<file path="src/rtl/rf_mode_sequencer_pkg.sv">
// -----------------------------------------------------------------------------
// rf_mode_pkg
// Shared definitions for the RF mode sequencer:
//   - rf_mode_t   : radio mode value, bit order {M1,M0}
//   - MODE_*      : radio mode encodings
//   - rf_state_e  : sequencer FSM states (also exported on the debug port)
// -----------------------------------------------------------------------------
package rf_mode_pkg;

    typedef logic [1:0] rf_mode_t;

    localparam rf_mode_t MODE_NORMAL  = 2'b00;
    localparam rf_mode_t MODE_WAKEUP  = 2'b01;
    localparam rf_mode_t MODE_PWRSAVE = 2'b10;
    localparam rf_mode_t MODE_SLEEP   = 2'b11;

    typedef enum logic [2:0] {
        ST_IDLE     = 3'd0,
        ST_PRE_WAIT = 3'd1,
        ST_APPLY    = 3'd2,
        ST_WAIT_AUX = 3'd3,
        ST_SETTLE   = 3'd4,
        ST_DONE     = 3'd5
    } rf_state_e;

endpackage

</file>
<file path="src/rtl/rf_mode_sequencer_if.sv">
// -----------------------------------------------------------------------------
// rf_mode_sequencer_if
// Request handshake and status bundle between the transceiver control FSM
// (master) and the RF mode sequencer (slave).
//
// Handshake: a request transfers on a rising clk edge where mode_req_valid
// and mode_req_ready are both high. The master holds mode_req_valid and
// mode_req stable until that edge; mode_req_ready is high only while the
// sequencer is idle, and requests are never queued.
//
//   mode_req_valid  master->slave  request present
//   mode_req        master->slave  requested mode {M1,M0}
//   mode_req_ready  slave->master  sequencer idle, request can be taken
//   mode_cur        slave->master  last completed mode
//   busy            slave->master  sequencer not idle
//   done            slave->master  one-cycle pulse, request completed
//   timeout_err     slave->master  one-cycle pulse, AUX wait timed out
//   tx_permit       slave->master  idle and radio reports ready
// -----------------------------------------------------------------------------
interface rf_mode_sequencer_if;
    import rf_mode_pkg::*;

    logic     mode_req_valid;
    rf_mode_t mode_req;
    logic     mode_req_ready;
    rf_mode_t mode_cur;
    logic     busy;
    logic     done;
    logic     timeout_err;
    logic     tx_permit;

    modport master (
        output mode_req_valid, mode_req,
        input  mode_req_ready, mode_cur, busy, done, timeout_err, tx_permit
    );

    modport slave (
        input  mode_req_valid, mode_req,
        output mode_req_ready, mode_cur, busy, done, timeout_err, tx_permit
    );

endinterface

</file>
<file path="src/rtl/rf_mode_sequencer_aux_ready_filter.sv">
// -----------------------------------------------------------------------------
// aux_ready_filter
// Brings the asynchronous AUX pin into the clk domain with a 2-flop
// synchronizer and qualifies it with a saturating stability counter.
//
//   clk, rst_n  clock, asynchronous active-low reset
//   AUX         raw radio ready pin (asynchronous, high = ready)
//   clr         restart the stability count (used when mode pins change)
//   aux_ready   synchronized AUX has been high STABLE_CYCLES cycles in a row
// -----------------------------------------------------------------------------
module aux_ready_filter #(
    parameter int STABLE_CYCLES = 100
) (
    input  logic clk,
    input  logic rst_n,
    input  logic AUX,
    input  logic clr,
    output logic aux_ready
);

    localparam int CW = $clog2(STABLE_CYCLES + 1);
    localparam logic [CW-1:0] LIMIT = CW'(STABLE_CYCLES);

    logic          aux_meta;
    logic          aux_sync;
    logic [CW-1:0] stable_cnt;

    always_ff @(posedge clk or negedge rst_n) begin
        if (!rst_n) begin
            aux_meta   <= 1'b0;
            aux_sync   <= 1'b0;
            stable_cnt <= '0;
        end else begin
            aux_meta <= AUX;
            aux_sync <= aux_meta;
            // A single low sample restarts qualification; the count holds
            // at LIMIT so it never wraps back to "not ready".
            if (clr || !aux_sync) begin
                stable_cnt <= '0;
            end else if (stable_cnt != LIMIT) begin
                stable_cnt <= stable_cnt + 1'b1;
            end
        end
    end

    assign aux_ready = (stable_cnt == LIMIT);

endmodule

</file>
<file path="src/rtl/rf_mode_sequencer.sv">
// -----------------------------------------------------------------------------
// rf_mode_sequencer
// Sequences mode changes of the external RF radio: drives M0/M1, waits for the
// radio's AUX ready pin before and after switching, applies a settle delay and
// then reports the new mode. tx_permit gates UART traffic until the radio is
// in a known mode and ready.
//
// Parameters
//   AUX_STABLE_CYCLES  consecutive synchronized-high AUX samples for "ready"
//   SETTLE_CYCLES      extra wait after AUX ready before the mode is reported
//   TIMEOUT_CYCLES     max cycles per AUX wait phase (timeout build only)
//   RESET_MODE         mode driven on M0/M1 out of reset
//
// Ports
//   clk, rst_n   clock, asynchronous active-low reset
//   ctrl         request handshake + status (rf_mode_sequencer_if.slave)
//   M0, M1       registered radio mode pins
//   AUX          radio ready pin, asynchronous
//   state_dbg    current FSM state
//
// Build option
//   RF_MODE_TIMEOUT_EN  defined: wait phases time out after TIMEOUT_CYCLES and
//                       pulse timeout_err. Undefined: waits block indefinitely
//                       and timeout_err is tied low.
// -----------------------------------------------------------------------------
module rf_mode_sequencer
    import rf_mode_pkg::*;
#(
    parameter int       AUX_STABLE_CYCLES = 100,
    parameter int       SETTLE_CYCLES     = 2000,
    parameter int       TIMEOUT_CYCLES    = 50000,
    parameter rf_mode_t RESET_MODE        = 2'b00
) (
    input  logic                 clk,
    input  logic                 rst_n,
    rf_mode_sequencer_if.slave   ctrl,
    output logic                 M0,
    output logic                 M1,
    input  logic                 AUX,
    output rf_state_e            state_dbg
);

    localparam int SET_W = $clog2(SETTLE_CYCLES + 1);
    localparam logic [SET_W-1:0] SET_LAST = SET_W'(SETTLE_CYCLES - 1);

    rf_state_e        state;
    rf_mode_t         mode_nxt;
    rf_mode_t         mode_pins;
    rf_mode_t         mode_cur_q;
    logic             boot_q;     // power-up confirmation, completes without done
    logic             busy_q;
    logic             done_q;
    logic [SET_W-1:0] set_cnt;
    logic             aux_ready;
    logic             aux_clr;

`ifdef RF_MODE_TIMEOUT_EN
    localparam int TO_W = $clog2(TIMEOUT_CYCLES + 1);
    localparam logic [TO_W-1:0] TO_LAST = TO_W'(TIMEOUT_CYCLES - 1);

    logic [TO_W-1:0] to_cnt;
    logic            to_q;
    logic            to_hit;

    // High on the TIMEOUT_CYCLES-th cycle spent in a wait state.
    assign to_hit = (to_cnt >= TO_LAST);
`endif

    // Restart AUX qualification while the pins are being switched so the
    // radio's response to the new mode is what gets qualified.
    assign aux_clr = (state == ST_APPLY);

    aux_ready_filter #(
        .STABLE_CYCLES(AUX_STABLE_CYCLES)
    ) u_aux_filter (
        .clk      (clk),
        .rst_n    (rst_n),
        .AUX      (AUX),
        .clr      (aux_clr),
        .aux_ready(aux_ready)
    );

    always_ff @(posedge clk or negedge rst_n) begin
        if (!rst_n) begin
            // Power-up goes straight to WAIT_AUX so the radio is confirmed
            // ready in RESET_MODE before the first request is accepted.
            state      <= ST_WAIT_AUX;
            mode_nxt   <= RESET_MODE;
            mode_pins  <= RESET_MODE;
            mode_cur_q <= RESET_MODE;
            boot_q     <= 1'b1;
            busy_q     <= 1'b1;
            done_q     <= 1'b0;
            set_cnt    <= '0;
`ifdef RF_MODE_TIMEOUT_EN
            to_cnt     <= '0;
            to_q       <= 1'b0;
`endif
        end else begin
            done_q <= 1'b0;
`ifdef RF_MODE_TIMEOUT_EN
            to_q   <= 1'b0;
`endif
            case (state)
                ST_IDLE: begin
                    // mode_req_ready is ~busy_q, which is low only outside IDLE.
                    if (ctrl.mode_req_valid) begin
                        busy_q <= 1'b1;
                        if (ctrl.mode_req == mode_cur_q) begin
                            state <= ST_DONE;
                        end else begin
                            mode_nxt <= ctrl.mode_req;
                            state    <= ST_PRE_WAIT;
`ifdef RF_MODE_TIMEOUT_EN
                            to_cnt   <= '0;
`endif
                        end
                    end
                end

                ST_PRE_WAIT: begin
                    // Never switch the radio while it is mid-operation.
                    if (aux_ready) begin
                        state <= ST_APPLY;
                    end
`ifdef RF_MODE_TIMEOUT_EN
                    else if (to_hit) begin
                        state  <= ST_IDLE;
                        busy_q <= 1'b0;
                        to_q   <= 1'b1;
                    end else begin
                        to_cnt <= to_cnt + 1'b1;
                    end
`endif
                end

                ST_APPLY: begin
                    mode_pins <= mode_nxt;
                    state     <= ST_WAIT_AUX;
`ifdef RF_MODE_TIMEOUT_EN
                    to_cnt    <= '0;
`endif
                end

                ST_WAIT_AUX: begin
                    if (aux_ready) begin
                        state   <= ST_SETTLE;
                        set_cnt <= '0;
                    end
`ifdef RF_MODE_TIMEOUT_EN
                    else if (to_hit) begin
                        // Pins already carry mode_nxt, so report it as current.
                        state      <= ST_IDLE;
                        busy_q     <= 1'b0;
                        to_q       <= 1'b1;
                        mode_cur_q <= mode_nxt;
                        boot_q     <= 1'b0;
                    end else begin
                        to_cnt <= to_cnt + 1'b1;
                    end
`endif
                end

                ST_SETTLE: begin
                    // Purely time-based: AUX is not looked at here.
                    if (set_cnt >= SET_LAST) begin
                        mode_cur_q <= mode_nxt;
                        boot_q     <= 1'b0;
                        if (boot_q) begin
                            state  <= ST_IDLE;
                            busy_q <= 1'b0;
                        end else begin
                            state <= ST_DONE;
                        end
                    end else begin
                        set_cnt <= set_cnt + 1'b1;
                    end
                end

                ST_DONE: begin
                    state  <= ST_IDLE;
                    busy_q <= 1'b0;
                    done_q <= 1'b1;
                end

                default: begin
                    state  <= ST_IDLE;
                    busy_q <= 1'b0;
                end
            endcase
        end
    end

    assign M0                  = mode_pins[0];
    assign M1                  = mode_pins[1];
    assign ctrl.mode_cur       = mode_cur_q;
    assign ctrl.busy           = busy_q;
    assign ctrl.mode_req_ready = ~busy_q;
    assign ctrl.done           = done_q;
    assign ctrl.tx_permit      = ~busy_q & aux_ready;
`ifdef RF_MODE_TIMEOUT_EN
    assign ctrl.timeout_err    = to_q;
`else
    assign ctrl.timeout_err    = 1'b0;
`endif
    assign state_dbg           = state;

endmodule
</file>
<file path="src/flat_wrapper.sv">
// flat-port wrapper written by rule: the top's interface ports become plain ports
module rf_mode_sequencer_flat import rf_mode_pkg::*;
#(
    parameter int       AUX_STABLE_CYCLES = 100,
    parameter int       SETTLE_CYCLES     = 2000,
    parameter int       TIMEOUT_CYCLES    = 50000,
    parameter rf_mode_t RESET_MODE        = 2'b00
)
  (clk, rst_n, M0, M1, AUX, state_dbg, ctrl_mode_req_valid, ctrl_mode_req, ctrl_mode_req_ready, ctrl_mode_cur, ctrl_busy, ctrl_done, ctrl_timeout_err, ctrl_tx_permit);
  rf_mode_sequencer_if ctrl_i ();
  input  logic clk;
  input  logic rst_n;
  output logic M0;
  output logic M1;
  input  logic AUX;
  output rf_state_e state_dbg;
  input wire logic [$bits(ctrl_i.mode_req_valid)-1:0] ctrl_mode_req_valid;
  input wire logic [$bits(ctrl_i.mode_req)-1:0] ctrl_mode_req;
  output wire logic [$bits(ctrl_i.mode_req_ready)-1:0] ctrl_mode_req_ready;
  output wire logic [$bits(ctrl_i.mode_cur)-1:0] ctrl_mode_cur;
  output wire logic [$bits(ctrl_i.busy)-1:0] ctrl_busy;
  output wire logic [$bits(ctrl_i.done)-1:0] ctrl_done;
  output wire logic [$bits(ctrl_i.timeout_err)-1:0] ctrl_timeout_err;
  output wire logic [$bits(ctrl_i.tx_permit)-1:0] ctrl_tx_permit;
  assign ctrl_i.mode_req_valid = ctrl_mode_req_valid;
  assign ctrl_i.mode_req = ctrl_mode_req;
  assign ctrl_mode_req_ready = ctrl_i.mode_req_ready;
  assign ctrl_mode_cur = ctrl_i.mode_cur;
  assign ctrl_busy = ctrl_i.busy;
  assign ctrl_done = ctrl_i.done;
  assign ctrl_timeout_err = ctrl_i.timeout_err;
  assign ctrl_tx_permit = ctrl_i.tx_permit;
  rf_mode_sequencer #(.AUX_STABLE_CYCLES(AUX_STABLE_CYCLES), .SETTLE_CYCLES(SETTLE_CYCLES), .TIMEOUT_CYCLES(TIMEOUT_CYCLES), .RESET_MODE(RESET_MODE)) u_core (.clk(clk), .rst_n(rst_n), .ctrl(ctrl_i), .M0(M0), .M1(M1), .AUX(AUX), .state_dbg(state_dbg));
endmodule
</file>
<file path="config.mk">
export PLATFORM = sky130hd
export DESIGN_NAME = rf_mode_sequencer_flat
export DESIGN_NICKNAME = d
export VERILOG_FILES = /design/src/rtl/rf_mode_sequencer_pkg.sv /design/src/rtl/rf_mode_sequencer_if.sv /design/src/rtl/rf_mode_sequencer_aux_ready_filter.sv /design/src/rtl/rf_mode_sequencer.sv /design/src/flat_wrapper.sv
export SDC_FILE = /design/constraint.sdc
export NUM_CORES = 1
export LEC_CHECK = 0
export ABC_AREA = 1
export ABC_CLOCK_PERIOD_IN_PS = 1370
export CAP_MARGIN = 40
export CORE_MARGIN = 2
export CORE_UTILIZATION = 50
export DETAILED_ROUTE_END_ITERATION = 16
export PLACE_DENSITY = 0.74
export SYNTH_ARGS = -nofsm -noshare
export SYNTH_HDL_FRONTEND = slang
export SYNTH_SLANG_ARGS = --single-unit
</file>
<file path="constraint.sdc">
create_clock -name clk -period 1.37 [get_ports clk]
set_input_delay 0.274 -clock clk [delete_from_list [all_inputs] [get_ports clk]]
set_output_delay 0.274 -clock clk [all_outputs]
set_load 0.05 [all_outputs]
</file>
==> metrics <==
maxcap violations 0; Warnings, synthesis 0; Starting Density 0.526; combinational share of power 0.530; logic depth of the worst register-to-register path 9; Wirelength per Cell 17.7 um; vias per cell 5.73; Hold/Removal Path Class input port to async pin; required time at the worst-slack endpoint 1.10 ns; total congestion overflow 0; Boundary Pins 18; violations in the final reports negative setup slack; count of standard-cell rows 21; fmax 571 MHz; Synth Net Count 235; xor/xnor cell area share of the yosys netlist 0.0198; HPWL after DPL 2910 um; Area Growth Syn to Fin 64.3%; post-synthesis sequential element count 32; mean cell area of the mapped netlist 7.82 um2; Remaining DRCs 0; gate count of the mapped netlist 226; fraction of the yosys area taken by sequential cells 0.456; slack of the critical path -0.382 ns; result of the run finished with violations; TritonCTS clock tree done; adder-cell share of the synthesized area 0.0212; worst-case setup slack after placement -0.0726 ns; final slew viol count 0; pin count of the biggest net entering global routing 33; number of antenna diodes 0; sequential share of power 0.298; initial antenna violation count 0; height of the die 63.5 um; Overall Global Routing Usage 0.278; final antenna-violating net count 0; port bufs 16; simple logic cell fraction of the synthesized area 0.347; wire length of the first global-routing pass 8650 um; number of global-route vias before repair 1857; H-tree level count 2; number of distinct library cell variants in the gate-level netlist after synthesis 31; Die W 63.5 um; power spent charging and discharging nets 1.75 mW; post-CTS clock slew at the launch and capture registers of the worst setup and hold paths 0.11 ns; drt first-iter violations 139; floorplan die area 4030 um2; Worst-Skew Late Latency 0.36 ns; Async S/R FF share, synth 1.00; fraction of layout instances using a drive strength above 1 0.455; largest clock skew in the final design 0.00747 ns; area inside the core boundary 3360 um2; Final Hold Slack 0.273 ns; total wire length after detailed routing 6100 um; fill cell count 156; Sw Ratio 0.402; Worst Path Max Fanout 2; number of hold-slack violations in the final timing report 0; routed vias 1978; CP Data Arrival Time 1.48 ns; TritonCTS buffer count 5; tightest slew margin relative to the limit 0.628; crit path max-delay cell type sky130_fd_sc_hd__dfrtp_1; library cell used as clock root buffer sky130_fd_sc_hd__clkbuf_4; final weighted congestion of routability-driven global placement 0.872; cell internal power dissipation 2.60 mW; DR pass1 iterations 5; CTS sink cnt 32; unrepaired setup endpoints after global routing true; Final Cycle Share 1.28; Post-Synthesis Cell Area 1770 um2; most instantiated flip-flop cell in the synthesis netlist sky130_fd_sc_hd__dfrtp_1; delay contributed by the slowest stage of the critical path 0.40 ns; CTS Hold Buffers Added 0; largest buffer count on any clock path 2; worst voltage drop across the vdd grid 0.00106 V; clock share of power 0.172; Worst Tran Pin Value 0.552 ns; number of enable-type register cells in the synthesized netlist 0; highest-count cells in the layout ignoring fill and taps sky130_fd_sc_hd__nand2_1 (49), sky130_fd_sc_hd__buf_4 (35), sky130_fd_sc_hd__dfrtp_1 (24); Crit. End Element primary output; time the worst path needs with I/O delays and setup 1.75 ns; Cell Chain, Critical Path inv_2 > ha_4 > and3_4 > nand2_4 > nor2_4 > buf_12; share of the synthesized area in compound gates (AO/OA/AOI/OAI) 0.0771; main combinational cell family by area after synthesis simple AND/OR/NAND/NOR gates; commonest non-fill, non-tap cell in the layout sky130_fd_sc_hd__nand2_1; leakage power 1.36 nW; mux cell area share after synthesis 0; category of the critical setup timing path flip-flop to primary output; setup violators final 26; critical path launch point type flip-flop; cell area power density 1500 nW/um2; number of nets in the layout 307
==> flip-flops by register name, summed over array words and instances, names as in the netlist, 2 cells and up <==
signal / flops
u_core.mode_nxt: 2
u_core.u_aux_filter.stable_cnt: 7
u_core.set_cnt: 11
u_core.ctrl.mode_cur: 2
u_core.state_dbg: 3
u_core.mode_pins: 2
==> synthesized netlist by cell type (2+ instances only) <==
| cell | instances | area [um2] |
|---|---|---|
| sky130_fd_sc_hd__nor2_1 | 21 | 78.8 |
| sky130_fd_sc_hd__dfstp_2 | 4 | 105 |
| sky130_fd_sc_hd__a21oi_1 | 7 | 35.0 |
| sky130_fd_sc_hd__nand3_1 | 25 | 125 |
| sky130_fd_sc_hd__nand4_1 | 4 | 25.0 |
| sky130_fd_sc_hd__inv_2 | 3 | 11.3 |
| sky130_fd_sc_hd__o21ai_2 | 2 | 17.5 |
| sky130_fd_sc_hd__nand3b_1 | 2 | 15.0 |
| sky130_fd_sc_hd__inv_1 | 24 | 90.1 |
| sky130_fd_sc_hd__xnor2_1 | 3 | 26.3 |
| sky130_fd_sc_hd__dfrtp_1 | 28 | 701 |
| sky130_fd_sc_hd__nand2_4 | 3 | 33.8 |
| sky130_fd_sc_hd__nand3_2 | 3 | 30.0 |
| sky130_fd_sc_hd__o21ai_0 | 13 | 65.1 |
| sky130_fd_sc_hd__nor3_1 | 8 | 40.0 |
| sky130_fd_sc_hd__ha_1 | 3 | 37.5 |
| sky130_fd_sc_hd__buf_6 | 2 | 22.5 |
| sky130_fd_sc_hd__nand2_1 | 58 | 218 |
==> worst max-delay path: cells and delay by family (launching register included) <==
family | cells | cell delay, ns
buffers and inverters | 2 | 0.23
adder cells (fa/ha/maj) | 1 | 0.13
flip-flops | 1 | 0.40
AND/OR/NAND/NOR | 3 | 0.35
==> kinds of logic (layout without fill, tap and decap cells) <==
kind of cell	count (synthesis)	after routing
adder cells (fa/ha/maj)	3	3
AO/OA/AOI/OAI	25	25
flip-flops	32	32
buffers and inverters	31	103
XOR/XNOR	4	4
AND/OR/NAND/NOR	130	131
other	1	1
==> layer usage <==
metal | track usage | part of all wire | up-vias
met5 | 0 | 0 | -
met4 | 0.125 | 0.037 | 0
met3 | 0.0679 | 0.077 | 21
met2 | 0.454 | 0.50 | 130
met1 | 0.349 | 0.38 | 947
li1 | - | - | 880
==> final cells by class <==
type,instances,area (um2),area share
flip-flops and latches,32,818,0.282
clock inverters,2,35.0,0.0121
multi-input cells,164,1090,0.377
inverters,28,118,0.0405
repair buffers,67,739,0.255
well taps,46,57.6,0.0198
clock buffers,6,41.3,0.0142
==> path summary, 6_finish.rpt <==
| check | from | endpoint | slack (ns) |
|---|---|---|---|
| min reg2reg | u_core.u_aux_filter.aux_meta$_DFF_PN0_ | u_core.u_aux_filter.aux_sync$_DFF_PN0_ | 0.37 |
| max in group asynchronous | rst_n | u_core.ctrl.busy$_DFFE_PN1P_ | 0.86 |
| min in group clk | AUX | u_core.u_aux_filter.aux_meta$_DFF_PN0_ | 0.37 |
| max reg2reg | u_core.set_cnt[1]$_DFFE_PN0P_ | u_core.set_cnt[1]$_DFFE_PN0P_ | -0.29 |
| max | u_core.u_aux_filter.stable_cnt[1]$_DFFE_PN0P_ | ctrl_tx_permit | -0.38 |
| min | rst_n | u_core.u_aux_filter.stable_cnt[6]$_DFFE_PN0P_ | 0.27 |
==> power groups by stage <==
stage          combinational, mW  clock [mW]  sequential (mW)
2_1_floorplan              0.583           0             1.60
3_3_place_gp                1.59           0             1.32
3_5_place_dp                1.61           0             1.33
4_1_cts                     1.95       0.735             1.28
5_1_grt                     2.43       0.775             1.31
6_report                    2.31       0.747             1.30
==> metrics by stage <==
stage               power (mW)  cell area (um2)   util  cells  setup TNS [ns]
global placement          2.92             2330  0.694    312          -0.172
detailed placement        2.94             2330  0.694    312          -0.507
global route              4.51             2900  0.863    345           -6.61
floorplan                 2.19             1820      -    226          -0.586
CTS                       3.96             2660  0.791    338           -3.82
finish                    4.36             2900  0.863    345           -5.17
==> what timing repair did <==
action	CTS	global route
pin swaps	10	24
endpoints found under the setup margin	22	34
cloned	1	0
gates resized for setup	27	52
setup buffers	17	8
Note: power is estimated with default switching activity, not from simulation.
